[config.mk]
export PLATFORM = sky130hd
export DESIGN_NAME = muldiv_unit
export DESIGN_NICKNAME = d
export VERILOG_FILES = /design/src/rtl/muldiv_unit.sv
export SDC_FILE = /design/constraint.sdc
export NUM_CORES = 2
export LEC_CHECK = 0
export ABC_AREA = 1
export BUFFER_PORTS_ARGS = -buffer_cell sky130_fd_sc_hd__buf_2
export CAP_MARGIN = 10
export CORE_MARGIN = 5
export CORE_UTILIZATION = 40
export CTS_BUF_LIST = sky130_fd_sc_hd__clkbuf_8
export DETAILED_ROUTE_END_ITERATION = 6
export GPL_TIMING_DRIVEN = 0
export SYNTH_ARGS = -nofsm -noshare
export SYNTH_HDL_FRONTEND = slang
export SYNTH_SLANG_ARGS = --single-unit
[constraint.sdc]
create_clock -name clk -period 6.6 [get_ports clk]
set_input_delay 0.66 -clock clk [delete_from_list [all_inputs] [get_ports clk]]
set_output_delay 0.66 -clock clk [all_outputs]
set_load 0.02 [all_outputs]
[src/rtl/muldiv_unit.sv]
`timescale 1ns/1ps
`default_nettype none
// ============================================================================
// Module   : muldiv_unit
// Brief    : Iterative WIDTH-generic multiply, multiply-accumulate/subtract
//            and restoring divide engine with valid/ready handshakes.
// Revision : 1.0 - initial release
// ============================================================================
module muldiv_unit #(
    parameter int WIDTH    = 32,
    parameter int MUL_BITS = 2
) (
    input  logic                 clk,
    input  logic                 reset,
    input  logic                 flush,
    input  logic                 in_valid,
    output logic                 in_ready,
    input  logic [2:0]           op,
    input  logic [WIDTH-1:0]     a,
    input  logic [WIDTH-1:0]     b,
    input  logic [2*WIDTH-1:0]   acc,
    output logic                 out_valid,
    input  logic                 out_ready,
    output logic [WIDTH-1:0]     hi,
    output logic [WIDTH-1:0]     lo
);

    localparam int c_CNT_W = $clog2(WIDTH) + 1;
    localparam logic [c_CNT_W-1:0] c_MUL_STEPS = c_CNT_W'(WIDTH / MUL_BITS);
    localparam logic [c_CNT_W-1:0] c_DIV_STEPS = c_CNT_W'(WIDTH);
    localparam logic [c_CNT_W-1:0] c_CNT_ONE   = c_CNT_W'(1);

    // Operation kind is op[2:1]; op[0] selects the signed variant.
    localparam logic [1:0] c_KIND_MUL  = 2'b00;
    localparam logic [1:0] c_KIND_DIV  = 2'b01;
    localparam logic [1:0] c_KIND_MADD = 2'b10;
    localparam logic [1:0] c_KIND_MSUB = 2'b11;

    typedef enum logic [2:0] {
        S_IDLE = 3'd0,
        S_MUL  = 3'd1,
        S_DIV  = 3'd2,
        S_FIX  = 3'd3,
        S_DONE = 3'd4
    } state_t;

    state_t               r_state;
    logic                 r_in_ready;
    logic                 r_out_valid;
    logic [WIDTH-1:0]     r_hi;
    logic [WIDTH-1:0]     r_lo;
    logic [1:0]           r_kind;
    logic [2*WIDTH-1:0]   r_acc;
    logic [2*WIDTH-1:0]   r_mcand;
    logic [WIDTH-1:0]     r_mplier;
    logic [2*WIDTH-1:0]   r_prod;
    logic [WIDTH-1:0]     r_divisor;
    logic [WIDTH-1:0]     r_rem;
    logic [WIDTH-1:0]     r_quo;
    logic                 r_neg_p;
    logic                 r_neg_r;
    logic                 r_div0;
    logic [c_CNT_W-1:0]   r_cnt;

    // Operand decode and magnitude extraction at accept
    logic                 w_signed;
    logic                 w_is_div;
    logic                 w_a_neg;
    logic                 w_b_neg;
    logic [WIDTH-1:0]     w_a_mag;
    logic [WIDTH-1:0]     w_b_mag;
    logic                 w_b_zero;

    assign w_signed = op[0];
    assign w_is_div = (op[2:1] == c_KIND_DIV);
    assign w_a_neg  = w_signed & a[WIDTH-1];
    assign w_b_neg  = w_signed & b[WIDTH-1];
    assign w_a_mag  = w_a_neg ? (-a) : a;
    assign w_b_mag  = w_b_neg ? (-b) : b;
    assign w_b_zero = (b == '0);

    // Partial product for MUL_BITS multiplier bits
    logic [2*WIDTH-1:0]   w_pp;

    always_comb begin
        w_pp = '0;
        for (int i = 0; i < MUL_BITS; i++) begin
            if (r_mplier[i]) begin
                w_pp = w_pp + (r_mcand << i);
            end
        end
    end

    // Restoring divide step; the shifted partial remainder needs WIDTH+1 bits
    logic [WIDTH:0]       w_shift;
    logic [WIDTH-1:0]     w_diff;
    logic                 w_ge;
    logic [WIDTH-1:0]     w_rem_next;
    logic [WIDTH-1:0]     w_quo_next;

    always_comb begin
        w_shift    = {r_rem, r_quo[WIDTH-1]};
        w_ge       = (w_shift >= {1'b0, r_divisor});
        w_diff     = w_shift[WIDTH-1:0] - r_divisor;
        w_rem_next = w_ge ? w_diff : w_shift[WIDTH-1:0];
        w_quo_next = {r_quo[WIDTH-2:0], w_ge};
    end

    // Sign correction and accumulate for the FIX cycle
    logic [2*WIDTH-1:0]   w_prod_s;
    logic [2*WIDTH-1:0]   w_mac;
    logic [WIDTH-1:0]     w_quo_s;
    logic [WIDTH-1:0]     w_rem_s;
    logic [WIDTH-1:0]     w_hi_fix;
    logic [WIDTH-1:0]     w_lo_fix;

    always_comb begin
        w_prod_s = r_neg_p ? (-r_prod) : r_prod;
        w_quo_s  = r_neg_p ? (-r_quo) : r_quo;
        w_rem_s  = r_neg_r ? (-r_rem) : r_rem;
        case (r_kind)
            c_KIND_MADD: w_mac = r_acc + w_prod_s;
            c_KIND_MSUB: w_mac = r_acc - w_prod_s;
            default:     w_mac = w_prod_s;
        endcase
        if (r_kind == c_KIND_DIV) begin
            if (r_div0) begin
                w_hi_fix = r_quo;
                w_lo_fix = '1;
            end else begin
                w_hi_fix = w_rem_s;
                w_lo_fix = w_quo_s;
            end
        end else begin
            w_hi_fix = w_mac[2*WIDTH-1:WIDTH];
            w_lo_fix = w_mac[WIDTH-1:0];
        end
    end

    always_ff @(posedge clk) begin
        if (reset) begin
            r_state     <= S_IDLE;
            r_in_ready  <= 1'b1;
            r_out_valid <= 1'b0;
            r_hi        <= '0;
            r_lo        <= '0;
            r_kind      <= '0;
            r_acc       <= '0;
            r_mcand     <= '0;
            r_mplier    <= '0;
            r_prod      <= '0;
            r_divisor   <= '0;
            r_rem       <= '0;
            r_quo       <= '0;
            r_neg_p     <= 1'b0;
            r_neg_r     <= 1'b0;
            r_div0      <= 1'b0;
            r_cnt       <= '0;
        end else if (flush) begin
            r_state     <= S_IDLE;
            r_in_ready  <= 1'b1;
            r_out_valid <= 1'b0;
        end else begin
            case (r_state)
                S_IDLE: begin
                    if (in_valid) begin
                        r_kind     <= op[2:1];
                        r_acc      <= acc;
                        r_in_ready <= 1'b0;
                        r_neg_p    <= w_a_neg ^ w_b_neg;
                        if (w_is_div) begin
                            r_divisor <= w_b_mag;
                            r_rem     <= '0;
                            // A zero divisor reports the raw dividend in hi.
                            r_quo     <= w_b_zero ? a : w_a_mag;
                            r_neg_r   <= w_a_neg;
                            r_div0    <= w_b_zero;
                            r_cnt     <= c_DIV_STEPS;
                            r_state   <= w_b_zero ? S_FIX : S_DIV;
                        end else begin
                            r_mcand   <= {{WIDTH{1'b0}}, w_a_mag};
                            r_mplier  <= w_b_mag;
                            r_prod    <= '0;
                            r_neg_r   <= 1'b0;
                            r_div0    <= 1'b0;
                            r_cnt     <= c_MUL_STEPS;
                            r_state   <= S_MUL;
                        end
                    end
                end
                S_MUL: begin
                    r_prod   <= r_prod + w_pp;
                    r_mcand  <= r_mcand << MUL_BITS;
                    r_mplier <= r_mplier >> MUL_BITS;
                    r_cnt    <= r_cnt - c_CNT_ONE;
                    if (r_cnt == c_CNT_ONE) begin
                        r_state <= S_FIX;
                    end
                end
                S_DIV: begin
                    r_rem <= w_rem_next;
                    r_quo <= w_quo_next;
                    r_cnt <= r_cnt - c_CNT_ONE;
                    if (r_cnt == c_CNT_ONE) begin
                        r_state <= S_FIX;
                    end
                end
                S_FIX: begin
                    r_hi        <= w_hi_fix;
                    r_lo        <= w_lo_fix;
                    r_out_valid <= 1'b1;
                    r_state     <= S_DONE;
                end
                S_DONE: begin
                    if (out_ready) begin
                        r_out_valid <= 1'b0;
                        r_in_ready  <= 1'b1;
                        r_state     <= S_IDLE;
                    end
                end
                default: begin
                    r_out_valid <= 1'b0;
                    r_in_ready  <= 1'b1;
                    r_state     <= S_IDLE;
                end
            endcase
        end
    end

    assign in_ready  = r_in_ready;
    assign out_valid = r_out_valid;
    assign hi        = r_hi;
    assign lo        = r_lo;

endmodule
`default_nettype wire
; Word-level counts from Yosys, hierarchy flattened
; Cells that the tools add are included.
[word_totals]
word_cells = 112
regBits = 400
[classes]
magnitude_cmp = 1
n_addsub = 11
bitwise = 6
n_mux = 45
n_eq_ne = 14
reduce_logical = 18
[op_table]
columns = cell, count
row1 = 32-bit 2-to-1 mux, 16
row2 = 64-bit 2-to-1 mux, 7
row3 = 64-bit one-hot mux with 2 select lines, 3
row4 = 64-bit adder, 3
row5 = 32-bit one-hot mux with 2 select lines, 3
row6 = 32-bit negation, 4
row7 = 64-bit negation, 1
row8 = 64-bit subtractor, 1
row9 = 33-bit by 32-bit >= comparator with 1-bit output, 1
row10 = 32-bit logical NOT, 1
row11 = 32-bit subtractor, 1
row12 = 6-bit 2-to-1 mux, 2
row13 = 3-bit one-hot mux with 4 select lines, 1
row14 = 6-bit one-hot mux with 2 select lines, 1
row15 = 3-bit AND reduction, 4
row16 = 4-bit AND reduction, 3
row17 = 3-bit 2-to-1 mux, 3
row18 = "2-bit inequality test, second input constant", 4
row19 = "3-bit by 2-bit == test with 1-bit output, second input constant", 2
row20 = "6-bit by 1-bit == test with 1-bit output, second input constant", 1
row21 = 1-bit 2-to-1 mux, 6
row22 = 1-bit one-hot mux with 3 select lines, 2
row23 = 2-bit nonzero test, 3
row24 = 3-bit OR reduction, 2
row25 = 13 further kinds, 20

; Logic depth before layout (Yosys ltp)
[logic_depth]
word_depth = 6
ltp_mapped = 37

; Worst setup path after synthesis
; Ideal clock, no wire load.
[synth_timing]
kind = reg2reg
startpoint = register r_mplier[0]
endpoint = register r_prod[59]
setup_ns = 0.132
stages_incl_launch_ff = 34
required_ns = 6.468
setup_slack_ns = 1.778
n_path_buf = 2
t_arrival_ns = 4.690
cell_sequence = dfxtp_1 > clkbuf_1 > clkbuf_1 > nand2_1 > inv_1 > ha_1 > a21oi_1 > nand2_1 > nand2_1 > nand3_1 > nand2_1 > nand2_2 > a21oi_1 > o21ai_1 > a21oi_1 > nor2_1 > or2_2 > or2_0 > nand3_1 > o21ai_0 > ha_1 > nand2_1 > nor2_1 > inv_1 > nor4_1 > nand3_1 > nand3_1 > nand2_1 > o211ai_1 > nand2_1 > nand2_1 > nand2_1 > nand3_1 > a21oi_1
[synth_via]
elab_chain_len = 5
[synth_rtl]
columns = item, line
row1 = from (decl), 55  ; logic [WIDTH-1:0] r_mplier;
row2 = from (signal assigned), 182  ; r_mplier <= w_b_mag;
row3 = from (signal assigned), 194  ; r_mplier <= r_mplier >> MUL_BITS;
row4 = 64-bit 2-to-1 mux (*), 88  ; if (r_mplier[i]) begin
row5 = 64-bit adder, 89  ; w_pp = w_pp + (r_mcand << i);
row6 = 64-bit 2-to-1 mux (*), 88
row7 = 64-bit adder (*), 192  ; r_prod <= r_prod + w_pp;
row8 = 64-bit one-hot mux with 2 select lines (*), 164  ; case (r_state)
row9 = to (signal assigned), 192
row10 = to (decl), 56  ; logic [2*WIDTH-1:0] r_prod;
; Every way passes the cells marked *; elsewhere a longest branch is shown, timed or not.
; A chain may end at the register's enable or synchronous reset.

; Worst setup path in the final report
[layout_timing]
startpoint = register r_mplier[0]
endpoint = register r_prod[63]
; The elaborated chain is that of the path after synthesis.

==> results.md <==
* Status: complete, no violations
* FFs w/ async S/R, synth at 0%
* Synthesized area at 38700 um2
* Syn Nets at 6847
* NetSw at between 4000 and 5000 uW
* Gr usage total at 34.29%
* Arr. time, crit path at 6.95 ns
* Met2 WL at ~80000 um
* Die width at about 320 um
* Total die area at approximately 100000 um2
* Worst hold path startpoint: acc[25]
* Via count at 46102
* # IOs at 202
* Placed insts at 7956
* Die height at 321.1 um
* Largest net degree at the start of global routing at 12
* XOR/XNOR share of the synthesized area at under 10%
* Final Cycle Share at 95.54%
* Hold Crit Class: in2reg
* Max Cap Viol at 0
* Via density per instance at 5.692
* Yosys reg bits at 400
* Worst-path clk slew at 0.06 ns
* Total power per unit cell area at 233.2 nW/um2
* Crit path time final at 6.306 ns
* CP most frequent cell: nand2_1
* Hold buffers post-CTS at 0
* Synth unique cells at 65
* Met1 Routed Length at 80090 um
* # setup viols final at 0
* Proportion of synthesized area in mux cells at 0%
* Fin Hold WS at 0.1296 ns
* Crit. Startpoint: r_mplier[0]
* FMAX at approximately 160 MHz
* CP startpoint kind: flop
* Post-route ant nets at 0
* Pleak at 0.02051 uW
* Num CTS Buffers at 76
* Slew Viols, Final at 0
* Crit path max fanout at 11
* Share of cells above drive strength 1 at 7.744%
* Clk pwr share at 26.8%
* Via count of the first global-routing pass at 42210
* Max VDD drop at 164.2 uV
* Syn. warnings at 0
* Non-filler instance count after layout at 8099
* Simple-gate portion of the synthesized area at 30.68%
* CTS sink cnt at 400
* CTS tree: yes
* Drt initial violations at 5107
* Fin. Hold Viols at 0
* Cell Rows at 114
* DP HPWL at approximately 150000 um
* Wirelength per Cell at 22.99 um
* CORE AREA at between 90000 and 100000 um2
* Overflow after GRT at 0
* Sw frac at a little under half
* Unrepaired setup endpoints after global routing: false
* CTS max path bufs at 3
* Adder-Cell Fraction of Synth Area at 7.578%
* Dpl ws at -0.5425 ns
* Slew headroom at about a quarter
* Syn Area/Cell at 5.974 um2
* P_int at approximately 5300 uW
* Max incr delay on CP at 0.52 ns
* CTS H-Tree Depth at 3
* Reg power frac at 26.7%
* Initial antenna violation count at 6
* Largest family of logic cells by synthesized area: simple AND/OR/NAND/NOR gates
* Reg-to-Reg Start: r_mplier[0]
* 1st-pass router iterations at 6
* Final WS setup at 0.2944 ns
* First-pass GRT wire length at approximately 270000 um
* Most used DFF post-synth: dfxtp_1
* Crit path required time at 7.25 ns
* Compound-Gate Fraction of Synth Area at 26.00%
* CP max stage cell: dfxtp_2
* Sequential area share after synthesis at 20.69%
* Routed met3 length at ~16000 um
* Clock Tree Root: clkbuf_8
* Highest routed layer: met5
* Crit. End Element: flop
* Post-Route WL at 186200 um
* Post-synth EDFFs at 0
* Mapped Cells at 6479
* Setup bufs post-CTS at 0
* Area grow syn2layout at 10.95%
* Worst Skew at around 0.052 ns
* Measured slew at the worst slew-check pin at around 1.1 ns
* Final Wtd Congestion at 1.033
* Starting Density at 40.14%
* Port Buffer Count at 201
* Setup Crit Path Kind: reg2reg
* Insertion delay of the later-clocked pin in the worst-skew pair at 0.77 ns
* Final #Nets at 7125
* Logic pwr share at 46.6%
* Residual DRC at 0
critical path: cells and delay by family (launching register included):
kind | cells | cell delay, ns
buf+inv | 5 | 0.77
flops | 1 | 0.52
simple gates | 18 | 2.47
compound gates | 7 | 1.70
fa+ha+maj | 2 | 0.75
logic make-up (layout without fill, tap and decap cells):
logic type / count (synthesis) / count (layout)
buffers and inverters: 1024 / 1363
AO/OA/AOI/OAI: 1809 / 1809
XOR/XNOR: 217 / 217
flip-flops: 400 / 400
AND/OR/NAND/NOR: 2797 / 2797
other: 0 / 5
adder cells (fa/ha/maj): 232 / 232
cell usage after synthesis (55+ instances only):
library cell | n | area share (%)
nand2_1 | 1364 | 13
inv_1 | 773 | 7.5
o211ai_1 | 91 | 1.8
nand3_1 | 304 | 3.9
xor2_1 | 132 | 3.0
o21ai_0 | 617 | 8.0
xnor2_1 | 85 | 1.9
ha_1 | 228 | 7.4
clkbuf_1 | 177 | 1.7
dfxtp_1 | 400 | 21
nor2_1 | 778 | 7.5
or2_2 | 55 | 0.89
a21oi_1 | 753 | 9.7
nor3_1 | 77 | 1.0
nand4_1 | 55 | 0.89
a31oi_1 | 86 | 1.4
path summary, 6_finish.rpt:
kind                end  slack (ns)  cells past startpoint
min reg2reg    in_ready        0.46                      2
max          r_prod[63]        0.29                     32
min           r_acc[25]        0.13                      3
max reg2reg  r_prod[63]        0.29                     32
final cells by class:
| cell class | count | area (um2) |
|---|---|---|
| Multi-Input combinational cell | 5055 | 26790 |
| Antenna cell | 5 | 12.51 |
| Fill cell | 10768 | 53480 |
| Timing Repair Buffer | 201 | 1006 |
| Buffer | 232 | 964.7 |
| Clock buffer | 93 | 1280 |
| Inverter | 791 | 2969 |
| Sequential cell | 400 | 8009 |
| Tap cell | 1276 | 1597 |
| Clock inverter | 46 | 316.6 |
layer usage:
layer	GRT usage [%]	up-vias
met4	16.60	6
met1	46.69	21375
met3	5.071	407
met2	53.30	2023
met5	0	-
li1	-	22291
sequential cells by signal (all words and copies together) (netlist names):
register   cells
r_acc         64
r_mcand       64
r_prod        64
hi            32
lo            32
r_divisor     32
r_mplier      32
r_quo         32
r_rem         32
r_cnt          6
r_state        3
r_kind         2
in_ready       1
out_valid      1
r_div0         1
r_neg_p        1
r_neg_r        1
metrics by stage:
step                      util (%)  power (uW)  setup TNS [ns]  area, um2
after global placement       42.84        7229          -3.767      41310
after floorplan                  -        5712               0      38700
after detailed placement     42.84        7238          -4.555      41310
after CTS                    44.50        9921               0      42910
final                        44.53       10010               0      42940
after global routing         44.53       10540               0      42940
cell usage in the layout (no fill, tap or decap), types with 170 or more instances in the layout:
cell / synthesis / routed
a21oi_1: 753 / 752
buf_2: 35 / 236
clkbuf_1: 177 / 170
dfxtp_1: 400 / 399
ha_1: 228 / 228
inv_1: 773 / 796
nand2_1: 1364 / 1364
nand3_1: 304 / 304
nor2_1: 778 / 778
o21ai_0: 617 / 612
timing repair:
item	4_1_cts	5_1_grt
setup endpoints to repair	21	23
gates resized for setup	5	15
endpoints found under the hold margin	0	0
power groups by stage:
stage	Clock, uW	Combinational [uW]	Sequential (uW)
2_1_floorplan	0	3050	2660
3_3_place_gp	0	4520	2710
3_5_place_dp	0	4530	2710
4_1_cts	2710	4540	2660
5_1_grt	2810	5060	2670
6_report	2680	4670	2670
(Power assumes the default switching activity.)
